`src/rtl/rec_pkg.sv`:
```
// Shared types and constants for the recording scheduler: FSM state encoding
// (also driven out on o_state for display) and default memory geometry.
package rec_pkg;

  localparam int unsigned SMP_W      = 16;
  localparam int unsigned ADDR_W_DEF = 20;
  localparam int unsigned MAX_ADDR_DEF = (1 << ADDR_W_DEF) - 1;

  typedef enum logic [2:0] {
    S_IDLE  = 3'd0,
    S_REC   = 3'd1,
    S_PAUSE = 3'd2,
    S_DRAIN = 3'd3,
    S_FULL  = 3'd4
  } rec_state_e;

endpackage

```
`src/rtl/rec_scheduler_if.sv`:
```
// Sample-memory write port: one word per req/ack handshake; request, address
// and data are held stable by the master until the slave acks.
interface rec_scheduler_if #(
  parameter int unsigned ADDR_W = 20
);
  logic              wr_req;
  logic [ADDR_W-1:0] wr_addr;
  logic [15:0]       wr_data;
  logic              wr_ack;

  modport master (output wr_req, output wr_addr, output wr_data, input wr_ack);
  modport slave  (input wr_req, input wr_addr, input wr_data, output wr_ack);
endinterface

```
`src/rtl/rec_peak_tracker.sv`:
```
// Running peak of |sample| over accepted samples, for the level visualizer.
// The peak sags by one LSB every 256 accepted samples so it slowly follows the signal down.
module rec_peak_tracker #(
  parameter int unsigned DATA_W = 16
) (
  input  logic                     i_BCLK,
  input  logic                     i_rst,
  input  logic                     i_clr,
  input  logic                     i_vld,
  input  logic signed [DATA_W-1:0] i_smp,
  output logic        [DATA_W-1:0] o_peak
);

  // Two's-complement magnitude; the most negative code has no positive twin and saturates.
  function automatic logic [DATA_W-1:0] sat_abs(input logic signed [DATA_W-1:0] s);
    logic signed [DATA_W-1:0] neg;
    if (s == {1'b1, {(DATA_W-1){1'b0}}}) begin
      return {1'b0, {(DATA_W-1){1'b1}}};
    end else if (s < 0) begin
      neg = -s;
      return $unsigned(neg);
    end else begin
      return $unsigned(s);
    end
  endfunction

  logic [DATA_W-1:0] mag_p0;
  logic [DATA_W-1:0] max_p0;
  logic [7:0]        cnt_q;

  assign mag_p0 = sat_abs(i_smp);
  assign max_p0 = (mag_p0 > o_peak) ? mag_p0 : o_peak;

  // p0 -> p1: fold the accepted sample into the peak register
  always_ff @(posedge i_BCLK) begin
    if (i_rst || i_clr) begin
      o_peak <= '0;
      cnt_q  <= '0;
    end else if (i_vld) begin
      cnt_q <= cnt_q + 8'd1;
      if (cnt_q == 8'hFF && max_p0 != '0) begin
        o_peak <= max_p0 - 1'b1;
      end else begin
        o_peak <= max_p0;
      end
    end
  end

endmodule

```
`src/rtl/rec_scheduler.sv`:
```
// Audio capture sequencer: arms the ADC, turns each done edge into one memory
// write at an incrementing address. Define REC_PEAK_EN to add the o_peak level output.
module rec_scheduler
  import rec_pkg::*;
#(
  parameter int unsigned       ADDR_W   = ADDR_W_DEF,
  parameter logic [ADDR_W-1:0] MAX_ADDR = {ADDR_W{1'b1}}
) (
  input  logic                    i_BCLK,
  input  logic                    i_rst,
  input  logic                    i_start,
  input  logic                    i_pause,
  input  logic                    i_stop,
  output logic                    o_record,
  input  logic signed [SMP_W-1:0] i_adc_data,
  input  logic                    i_adc_done,
  rec_scheduler_if.master         mem,
  output logic [ADDR_W-1:0]       o_end_addr,
  output logic [2:0]              o_state,
  output logic                    o_full,
  output logic                    o_overrun
`ifdef REC_PEAK_EN
  ,
  output logic [SMP_W-1:0]        o_peak
`endif
);

  rec_state_e        state, state_nxt;
  logic              restart_q, restart_nxt;
  logic              rec_clr;
  logic              done_q;
  logic [ADDR_W-1:0] addr_q;
  logic              edge_p0;
  logic              accept_p0;
  logic              ack_p0;
  logic              last_ack;

  assign edge_p0   = i_adc_done & ~done_q;
  assign accept_p0 = edge_p0 && (state == S_REC) && !mem.wr_req;
  assign ack_p0    = mem.wr_req && mem.wr_ack;
  assign last_ack  = ack_p0 && (mem.wr_addr == MAX_ADDR);

  assign o_record = (state == S_REC);
  assign o_state  = state;

  always_ff @(posedge i_BCLK) begin
    if (i_rst) begin
      state     <= S_IDLE;
      restart_q <= 1'b0;
    end else begin
      state     <= state_nxt;
      restart_q <= restart_nxt;
    end
  end

  // A start while recording is remembered in restart_q and honoured once the drain finishes.
  always_comb begin
    state_nxt   = state;
    restart_nxt = restart_q;
    rec_clr     = 1'b0;
    unique case (state)
      S_IDLE, S_FULL: begin
        if (i_start) begin
          state_nxt   = S_REC;
          restart_nxt = 1'b0;
          rec_clr     = 1'b1;
        end
      end
      S_REC, S_PAUSE: begin
        if (last_ack) begin
          state_nxt = S_FULL;
        end else if (i_stop) begin
          state_nxt   = S_DRAIN;
          restart_nxt = 1'b0;
        end else if (i_start) begin
          state_nxt   = S_DRAIN;
          restart_nxt = 1'b1;
        end else if (i_pause) begin
          state_nxt = (state == S_REC) ? S_PAUSE : S_REC;
        end
      end
      S_DRAIN: begin
        if (i_stop) begin
          restart_nxt = 1'b0;
        end else if (i_start) begin
          restart_nxt = 1'b1;
        end
        if (!mem.wr_req || mem.wr_ack) begin
          if (restart_nxt) begin
            state_nxt   = S_REC;
            restart_nxt = 1'b0;
            rec_clr     = 1'b1;
          end else if (last_ack) begin
            state_nxt = S_FULL;
          end else begin
            state_nxt = S_IDLE;
          end
        end
      end
      default: begin
        state_nxt   = S_IDLE;
        restart_nxt = 1'b0;
      end
    endcase
  end

  // p0 -> p1: done edge latched into the write port, handshake retired on ack.
  // The counter saturates on the final word, so o_end_addr tops out at MAX_ADDR with o_full set.
  always_ff @(posedge i_BCLK) begin
    if (i_rst) begin
      done_q      <= 1'b0;
      mem.wr_req  <= 1'b0;
      mem.wr_addr <= '0;
      mem.wr_data <= '0;
      addr_q      <= '0;
      o_end_addr  <= '0;
      o_full      <= 1'b0;
      o_overrun   <= 1'b0;
    end else begin
      done_q <= i_adc_done;
      if (accept_p0) begin
        mem.wr_req  <= 1'b1;
        mem.wr_addr <= addr_q;
        mem.wr_data <= i_adc_data;
      end else if (ack_p0) begin
        mem.wr_req <= 1'b0;
      end
      if (rec_clr) begin
        addr_q     <= '0;
        o_end_addr <= '0;
        o_full     <= 1'b0;
        o_overrun  <= 1'b0;
      end else begin
        if (ack_p0 && !last_ack) begin
          addr_q     <= addr_q + 1'b1;
          o_end_addr <= o_end_addr + 1'b1;
        end
        if (last_ack) begin
          o_full <= 1'b1;
        end
        if (edge_p0 && (state == S_REC) && mem.wr_req) begin
          o_overrun <= 1'b1;
        end
      end
    end
  end

`ifdef REC_PEAK_EN
  rec_peak_tracker #(
    .DATA_W (SMP_W)
  ) u_peak (
    .i_BCLK (i_BCLK),
    .i_rst  (i_rst),
    .i_clr  (rec_clr),
    .i_vld  (accept_p0),
    .i_smp  (i_adc_data),
    .o_peak (o_peak)
  );
`endif

endmodule

```
`src/flat_wrapper.sv`:
```
// flat-port wrapper written by rule: the top's interface ports become plain ports
module rec_scheduler_flat import rec_pkg::*;
#(
  parameter int unsigned       ADDR_W   = ADDR_W_DEF,
  parameter logic [ADDR_W-1:0] MAX_ADDR = {ADDR_W{1'b1}}
)
  (i_BCLK, i_rst, i_start, i_pause, i_stop, o_record, i_adc_data, i_adc_done, o_end_addr, o_state, o_full, o_overrun, mem_wr_req, mem_wr_addr, mem_wr_data, mem_wr_ack);
  rec_scheduler_if #(.ADDR_W(ADDR_W)) mem_i ();
  input  logic i_BCLK;
  input  logic i_rst;
  input  logic i_start;
  input  logic i_pause;
  input  logic i_stop;
  output logic o_record;
  input  logic signed [SMP_W-1:0] i_adc_data;
  input  logic i_adc_done;
  output logic [ADDR_W-1:0] o_end_addr;
  output logic [2:0] o_state;
  output logic o_full;
  output logic o_overrun;
  output wire logic [$bits(mem_i.wr_req)-1:0] mem_wr_req;
  output wire logic [$bits(mem_i.wr_addr)-1:0] mem_wr_addr;
  output wire logic [$bits(mem_i.wr_data)-1:0] mem_wr_data;
  input wire logic [$bits(mem_i.wr_ack)-1:0] mem_wr_ack;
  assign mem_wr_req = mem_i.wr_req;
  assign mem_wr_addr = mem_i.wr_addr;
  assign mem_wr_data = mem_i.wr_data;
  assign mem_i.wr_ack = mem_wr_ack;
  rec_scheduler #(.ADDR_W(ADDR_W), .MAX_ADDR(MAX_ADDR)) u_core (.i_BCLK(i_BCLK), .i_rst(i_rst), .i_start(i_start), .i_pause(i_pause), .i_stop(i_stop), .o_record(o_record), .i_adc_data(i_adc_data), .i_adc_done(i_adc_done), .mem(mem_i), .o_end_addr(o_end_addr), .o_state(o_state), .o_full(o_full), .o_overrun(o_overrun));
endmodule
```
`config.mk`:
```
export PLATFORM = sky130hd
export DESIGN_NAME = rec_scheduler_flat
export DESIGN_NICKNAME = d
export VERILOG_FILES = /design/src/rtl/rec_pkg.sv /design/src/rtl/rec_scheduler_if.sv /design/src/rtl/rec_peak_tracker.sv /design/src/rtl/rec_scheduler.sv /design/src/flat_wrapper.sv
export SDC_FILE = /design/constraint.sdc
export NUM_CORES = 1
export LEC_CHECK = 0
export ABC_AREA = 1
export ABC_CLOCK_PERIOD_IN_PS = 1450
export BUFFER_PORTS_ARGS = -buffer_cell sky130_fd_sc_hd__buf_4
export CAP_MARGIN = 20
export CORE_MARGIN = 2
export CORE_UTILIZATION = 43
export CTS_CLUSTER_SIZE = 16
export DETAILED_ROUTE_END_ITERATION = 12
export GPL_TIMING_DRIVEN = 0
export MAX_ROUTING_LAYER = met4
export PLACE_DENSITY_LB_ADDON = 0.2
export SLEW_MARGIN = 20
export SYNTH_ARGS = -nofsm -noshare
export SYNTH_HDL_FRONTEND = slang
export SYNTH_HIERARCHICAL = 1
export SYNTH_SLANG_ARGS = --single-unit
```
`constraint.sdc`:
```
create_clock -name i_BCLK -period 1.45 [get_ports i_BCLK]
set_input_delay 0.2175 -clock i_BCLK [delete_from_list [all_inputs] [get_ports i_BCLK]]
set_output_delay 0.2175 -clock i_BCLK [all_outputs]
set_load 0.005 [all_outputs]
```
# After elaboration in Yosys (flattened, before gate mapping)
# Cells that the tools add are included.
# Widths: inputs -> output; s select.
[totals] regBits=84 in_bits=23 output_inout_bits=63 elab_cells=62
[op_classes] n_addsub=2 eq_ne=9 n_mux=23 bitwise=2 n_reduce_logical=16
[op_table] cell="$add 20x1->20 const B" n=2
[op_table] cell="$mux 3" n=8
[op_table] cell="$eq 20x20->1 const B" n=1
[op_table] cell="$mux 1" n=11
[op_table] cell="$pmux 3 s3" n=1
[op_table] cell="$eq 3x2->1 const B" n=2
[op_table] cell="$logic_and 1x1->1" n=6
[op_table] cell="$reduce_or 2->1" n=3
[op_table] cell="$ne 5x4->1 const B" n=1
[op_table] cell="$ne 2x2->1 const B" n=2
[op_table] cell="$eq 3x1->1 const B" n=1
[op_table] cell="$eq 3x3->1 const B" n=1
[op_table] cell="$logic_not 3->1" n=1
[op_table] cell="$pmux 1 s3" n=1
[op_table] cell="$reduce_and 3->1" n=1
[op_table] cell="$logic_not 1->1" n=2
[op_table] cell="$mux 2" n=1
[op_table] cell="$ne 2x1->1 const B" n=1
[op_table] cell="$pmux 1 s2" n=1
[op_table] cell="$reduce_and 2->1" n=1
[op_table] cell="$reduce_bool 2->1" n=1
[op_table] cell="$and 1x1->1" n=1
[op_table] cell="$logic_or 1x1->1" n=1
[op_table] cell="$not 1->1" n=1

# Depth between registers and ports, before layout
# Gate-level depths: netlist (run 1).
[logic_depth] word_depth=7 ltp_mapped=10 ltp_nobuf=10

# Least setup slack after synthesis (run 1)
# No wires, ideal clock.
[synth_path] path_kind="flip-flop to flip-flop" start="reg u_core.o_end_addr[0]" end="reg u_core.o_end_addr[14]" setup_ps=70 arrival_ps=1282 required_time_ps=1380 slack_ps=98 path_stages_with_launch=8 path_buffers=0 synth_period_minus_slack_ps=1352 path_cell_list="dfxtp_1 ha_1 nand3_1 nor2_1 nand3_1 xnor2_1 nand2_1 a21oi_1"
[synth_between] elab_chain_len=1
[synth_lines] item="start: declaration" line="rec_scheduler.sv:18" rtl="output logic [ADDR_W-1:0] o_end_addr,"
[synth_lines] item="start signal: assignment" line="rec_scheduler.sv:136" rtl="o_end_addr <= o_end_addr + 1'b1;"
[synth_lines] item="$add 20x1->20" line="rec_scheduler.sv:136"
# Every way passes these cells.
# A chain may end at the register's enable or synchronous reset.

# Worst setup path in the final report (run 1)
[layout_path] start="reg u_core.mem.wr_addr[5]" end="reg u_core.addr_q[16]"
[layout_between] elab_chain_len=4
[layout_lines] item="start: declaration" line="rec_scheduler_if.sv:11" rtl="modport master (output wr_req, output wr_addr, output wr_data, input wr_ack);"
[layout_lines] item="start signal: assignment" line="rec_scheduler.sv:123" rtl="mem.wr_addr <= addr_q;"
[layout_lines] item="$eq 20x20->1" line="rec_scheduler.sv:41" rtl="assign last_ack = ack_p0 && (mem.wr_addr == MAX_ADDR);"
[layout_lines] item="$logic_and 1x1->1" line="rec_scheduler.sv:41"
[layout_lines] item="$logic_not 1->1" line="rec_scheduler.sv:134" rtl="if (ack_p0 && !last_ack) begin"
[layout_lines] item="$logic_and 1x1->1" line="rec_scheduler.sv:134"
[layout_lines] item="end signal: assignment" line="rec_scheduler.sv:135" rtl="addr_q <= addr_q + 1'b1;"
[layout_lines] item="end: declaration" line="rec_scheduler.sv:32" rtl="logic [ADDR_W-1:0] addr_q;"
# Every way passes these cells.

==> results.json, run 1 <==
{
  "outcome": "finished, violations left",
  "violations": "negative setup slack",
  "layout_common_cells": "nand2_1 (149), buf_4 (98), a21oi_1 (69), inv_1 (66), nor2_1 (53)",
  "synth_cell_type_count": 35,
  "hp-class": "primary input to register",
  "die_h_microns": 103,
  "htreeDepth": 3,
  "syn_area_sq_mm": 0.00420,
  "insertion_delay_ns": 0.37,
  "finalSetupViolations": 1,
  "die_w_microns": 103,
  "post-dp-hpwl_microns": 7910,
  "powerDensity_mw_per_mm2": 1070,
  "synth_edf_count": 0,
  "fmax_mhz": 688,
  "grt_first_pass_wirelength_microns": 17000,
  "fin_nets": 738,
  "routed-via-count": 4226,
  "hp-start": "i_rst",
  "timing.rr.end": "u_core/addr_q[16]",
  "syn_area_per_cell_sq_um": 6.99,
  "grt_pass1_vias": 3680,
  "slew_headroom_pct": 60.1,
  "routedWlPerCell_microns": 13.2,
  "first_pass_iters": 4,
  "via_per_inst": 4.97,
  "rr_startpoint": "u_core/mem.wr_addr[5]",
  "ys_warn_count": 6,
  "p_leak_nw": 2.17,
  "skew_ns": 0.0132,
  "gp_congestion": 0.929,
  "ys_ff_latch": 84,
  "cts_inserted_buffers": 9,
  "drv_slew": 0,
  "drive_gt1_share_pct": 33.8,
  "rows": 36,
  "clkSinkCount": 84,
  "worst_slew_pin_slew_ns": 0.598,
  "core_sq_mm": 0.00964,
  "track_usage_pct": 21.4,
  "start_kind": "register",
  "worstPathRequired_ns": 1.71,
  "finalSetupTns_ns": -0.00359,
  "rr_worst_depth": 8,
  "whs_endpoint": "u_core/o_state[2]",
  "drv_cap": 0,
  "port_buffers": 85,
  "critical_path_class": "register to register",
  "syn-num-nets": 626,
  "hold_viol": 0,
  "synthFlopType": "dfxtp_1",
  "path_max_fanout": 10,
  "min_period_over_period_pct": 100,
  "endpoint_kind": "register",
  "setup_slack_ns": -0.00359,
  "routed_wl_microns": 11200,
  "clk_pin_slew_ns": 0.10,
  "ff2ff_setup_slack_ns": -0.004,
  "synth_cells": 601,
  "ioPinCount": 86,
  "antenna_cells": 0,
  "min_path_cells": 2,
  "synth.yosys.seq_area_share_pct": 40.0,
  "cts_buffer_depth": 2,
  "dp_slack_ns": -0.261,
  "die_area_sq_mm": 0.0106,
  "grt_overflow_total": 0,
  "period_needed_ns": 1.45,
  "start_util_pct": 43.6,
  "drt_first_iter_violations": 200,
  "ant_nets": 0,
  "drc": 0,
  "rsz0062_at_grt": "yes",
  "antenna_found_initial": 0,
  "ir_drop_mv": 0.496,
  "final_common_cell": "nand2_1",
  "worst-endpoint-arrival_ns": 1.72,
  "grt_start_max_net_pins": 17,
  "syn_to_final_growth_pct": 34.8,
  "async_flop_share_pct": 0,
  "clockRootBuffer": "clkbuf_8",
  "tritoncts": "built"
}
[what timing repair did]
item	4_1_cts	5_1_grt
resized for setup	37	80
pin swaps	5	12
endpoints found under the setup margin	79	61
gates cloned	1	2
setup buffers	9	4
hold buffers	0	0
[kinds of logic (layout without fill, tap and decap cells)]
kind of cell / Yosys count / after routing / share of synthesized area, %
AND/OR/NAND/NOR: 274 / 275 / 28.9
AO/OA/AOI/OAI: 125 / 125 / 15.5
buffers and inverters: 97 / 213 / 10.8
flip-flops: 84 / 84 / 40.0
XOR/XNOR: 19 / 19 / 4.14
adder cells (fa/ha/maj): 2 / 2 / 0.595
[flip-flops by register name, summed over array words and instances (netlist names), 3 cells and up]
register and flops:
u_core/mem.wr_data 16, u_core/o_state 3, u_core/mem.wr_addr 20, u_core/o_end_addr 20, u_core/addr_q 20
[cell usage after synthesis, types with 2 or more instances]
cell type  number  area, sq um
inv_2           6         22.5
nor3_2          2         20.0
nand2_2         6         37.5
clkbuf_1        3         11.3
nor2_1         63          236
a21oi_1        74          370
and3_1          2         12.5
o21ai_0        10         50.1
xnor2_1         9         78.8
buf_4           6         45.0
o21bai_1        2         15.0
o21ai_1        32          160
dfxtp_1        84         1680
nand3_4         2         35.0
buf_2           3         15.0
nand3b_1        5         37.5
nand3_2         2         20.0
o21ai_2         4         35.0
ha_1            2         25.0
inv_1          69          259
nor3_1          4         20.0
nor2_4          3         33.8
buf_6           8         90.1
nor2_2          4         25.0
nand4_1         9         56.3
xor2_1          9         78.8
nand2_1       153          574
nand3_1        18         90.1
[layout make-up]
| class | count | area [sq um] |
|---|---|---|
| fillers | 948 | 3970 |
| multi-input cells | 421 | 2260 |
| flip-flops and latches | 84 | 1740 |
| repair buffers | 100 | 793 |
| inverters | 76 | 295 |
| plain buffers | 21 | 226 |
| well taps | 133 | 166 |
| clock buffers | 9 | 124 |
| clock inverters | 7 | 56.3 |
[power by group]
| part | internal [mW] | switching (mW) | leakage [nW] |
|---|---|---|---|
| Combinational | 0.835 | 0.898 | 1.38 |
| Sequential | 2.55 | 0.172 | 0.700 |
| Clock | 0.647 | 0.954 | 0.0910 |
[critical path, stage by stage, from the launching register on]
cell     delay, ns
dfxtp_2       0.36
nand4_1       0.16
nor2_4        0.25
nand2_4       0.10
nand2_8       0.13
inv_8         0.07
buf_8         0.15
nand2_1       0.07
a21oi_1       0.06
[routing by layer]
layer / vias up / track usage (%) / share of wire [%]
met5: - / - / 0
met4: 0 / 8.81 / 2.2
met3: 20 / 4.00 / 5.8
met2: 110 / 34.0 / 47
met1: 1944 / 26.8 / 45
li1: 2152 / - / -
[per-stage QoR]
step	util, %	instances	power (mW)	hold WS (ns)	instance area, sq um
2_1_floorplan	-	601	3.61	0.287	4200
3_3_place_gp	51.9	819	4.20	0.430	5010
3_5_place_dp	51.9	819	4.23	0.431	5010
4_1_cts	55.7	845	5.96	0.0261	5370
5_1_grt	58.8	851	6.41	0.0319	5670
6_report	58.8	851	6.06	0.0448	5670
[worst max-delay path by stage]
| stage | end | slack [ns] | start |
|---|---|---|---|
| floorplan | u_core/o_end_addr[14] | 0.1 | u_core/o_end_addr[0] |
| global placement | u_core/o_end_addr[14] | -0.21 | u_core/o_end_addr[0] |
| detailed placement | u_core/o_end_addr[14] | -0.26 | u_core/o_end_addr[0] |
| CTS | u_core/o_end_addr[14] | -0.01 | u_core/mem.wr_addr[7] |
| global route | u_core/addr_q[6] | -0.07 | u_core/mem.wr_addr[8] |
| finish | u_core/addr_q[16] | -0.004 | u_core/mem.wr_addr[5] |
Power figures use the tool's default switching activity.
==> run 2, diff against run 1 <==
--- a/config.mk
+++ b/config.mk
@@ -9,6 +9,7 @@
 export ABC_CLOCK_PERIOD_IN_PS = 1450
 export BUFFER_PORTS_ARGS = -buffer_cell sky130_fd_sc_hd__buf_4
 export CAP_MARGIN = 20
+export CORE_ASPECT_RATIO = 1.4
 export CORE_MARGIN = 2
 export CORE_UTILIZATION = 43
 export CTS_CLUSTER_SIZE = 16
@@ -16,6 +17,7 @@
 export GPL_TIMING_DRIVEN = 0
 export MAX_ROUTING_LAYER = met4
 export PLACE_DENSITY_LB_ADDON = 0.2
+export SKIP_CTS_REPAIR_TIMING = 1
 export SLEW_MARGIN = 20
 export SYNTH_ARGS = -nofsm -noshare
 export SYNTH_HDL_FRONTEND = slang
==> run 2 against run 1 <==
The flow still finishes with violations (negative setup slack). Clock skew decreased by 0.0047 ns. Non-clock buffer count decreased by 1. Via count increased by 1.6%. Power increased by 15%. Flip-flop and latch count unchanged. Critical path depth unchanged. Maximum frequency decreased by 1.1%. Largest cell class unchanged. Highest routed layer unchanged.
==> results.json, run 2 (synthesis results as in run 1) <==
{
  "outcome": "finished, violations left",
  "violations": "negative setup slack",
  "slowest_delay_ns": 0.36,
  "skew_ns": 0.00854,
  "p_leak_nw": 2.22,
  "clk_pin_slew_ns": 0.07,
  "path_delay_family": "simple AND/OR/NAND/NOR gates",
  "hp-class": "primary input to register",
  "post-dp-hpwl_microns": 8350,
  "ant_nets": 0,
  "die_w_microns": 87.6,
  "cts_inserted_buffers": 9,
  "grt_overflow_total": 0,
  "pwr-share-clk_pct": 34.1,
  "syn_to_final_growth_pct": 38.0,
  "routedWlPerCell_microns": 14.5,
  "die_area_sq_mm": 0.0106,
  "setup_slack_ns": -0.0204,
  "via_per_inst": 5.19,
  "dp_slack_ns": -0.320,
  "gp_congestion": 0.956,
  "layout_common_cells": "nand2_1 (151), buf_4 (96), a21oi_1 (67), inv_1 (66), dfxtp_1 (57)",
  "start_kind": "register",
  "antenna_found_initial": 0,
  "p_switching_mw": 2.15,
  "p_comb_share_pct": 26.7,
  "worstPathRequired_ns": 1.68,
  "track_usage_pct": 21.6,
  "antenna_cells": 0,
  "clockRootBuffer": "clkbuf_16",
  "critical_path_class": "register to register",
  "critical_path.slowest_cell": "dfxtp_1",
  "drv_cap": 0,
  "timing.critical_path.buf_inv": 2,
  "first_pass_iters": 5,
  "drv_slew": 0,
  "core_sq_mm": 0.00946,
  "drive_gt1_share_pct": 34.0,
  "p_int_mw": 4.85,
  "min_period_over_period_pct": 101,
  "hold_viol": 0,
  "path_cells": "nand4_1, nor2_2, nand2_1, nand2_4, inv_4, buf_6, nor2_1, nor2_1",
  "holdWs_ns": 0.0743,
  "htreeDepth": 3,
  "path_max_fanout": 10,
  "routed-via-count": 4295,
  "drt_first_iter_violations": 218,
  "rows": 42,
  "top_regs": "u_core/addr_q x20, u_core/mem.wr_addr x20, u_core/o_end_addr x20",
  "ir_drop_mv": 0.708,
  "finalSetupViolations": 16,
  "powerDensity_mw_per_mm2": 1210,
  "worst_slew_pin_slew_ns": 0.755,
  "insertion_delay_ns": 0.34,
  "grt_start_max_net_pins": 16,
  "grt_first_pass_wirelength_microns": 17600,
  "drc": 0,
  "endpoint_kind": "register",
  "path_common_cell": "nor2_1",
  "tritoncts": "built",
  "p_sw_share_pct": 30.7,
  "clkSinkCount": 84,
  "die_h_microns": 121,
  "period_needed_ns": 1.47,
  "port_buffers": 85,
  "grt_pass1_vias": 3847,
  "cts_buffer_depth": 2,
  "routed_wl_microns": 12000,
  "finalSetupTns_ns": -0.127,
  "fmax_mhz": 680,
  "n_fill_cell": 859,
  "worst-endpoint-arrival_ns": 1.70,
  "rsz0062_at_grt": "yes",
  "slew_headroom_pct": 49.7,
  "final_common_cell": "nand2_1",
  "ioPinCount": 86,
  "pwr-share-seq_pct": 39.2,
  "fin_nets": 738,
  "start_util_pct": 44.4
}
-- run 2: cell types whose count changed in the layout (fill, tap and decap cells not counted), sizes merged --
cell	previous run	this run
buf	115	113
bufinv	0	1
clkbuf	15	17
clkinv	2	1
clkinvlp	1	2
inv	80	78
nand3	23	24
-- run 2: stage by stage --
stage	instances	util [%]	cell area [sq um]	total power, mW
6_report	828	61.3	5800	7.00
3_5_place_dp	796	52.6	4980	4.24
4_1_cts	812	55.9	5290	6.63
5_1_grt	828	61.3	5800	7.33
2_1_floorplan	601	-	4200	3.61
3_3_place_gp	796	52.6	4980	4.20
-- run 2: metal layers --
layer,GRT usage (%),vias up,wire (microns)
li1,-,2149,-
met1,23.2,1987,4710
met2,38.2,126,6350
met3,3.20,33,570
met4,10.6,0,410
met5,-,-,0
-- run 2: final timing paths --
| path | startpoint | end | slack [ns] | depth (start not counted) |
|---|---|---|---|---|
| max | u_core/mem.wr_addr[3] | u_core/addr_q[1] | -0.02 | 8 |
| min | i_rst | u_core/o_state[2] | 0.07 | 2 |
| max reg2reg | u_core/mem.wr_addr[3] | u_core/addr_q[1] | -0.02 | 8 |
| min reg2reg | u_core/mem.wr_data[11] | u_core/mem.wr_data[11] | 0.45 | 2 |
-- run 2: layout make-up --
type / instances / area (sq um) / share of cell area (%)
clock inverter: 6 / 71.3 / 1.23
timing repair buffer: 99 / 820 / 14.1
clock buffer: 10 / 239 / 4.12
sequential: 84 / 1730 / 29.7
multi-input combinational: 422 / 2310 / 39.9
tap: 110 / 138 / 2.37
inverter: 76 / 290 / 5.00
buffer: 21 / 205 / 3.54
-- run 2: power groups by stage --
stage,clock [mW],combinational [mW],sequential (mW)
final,2.39,1.86,2.74
after global routing,2.52,2.03,2.78
after CTS,2.43,1.49,2.71
after detailed placement,0,1.48,2.76
after global placement,0,1.46,2.75
after floorplan,0,0.861,2.75
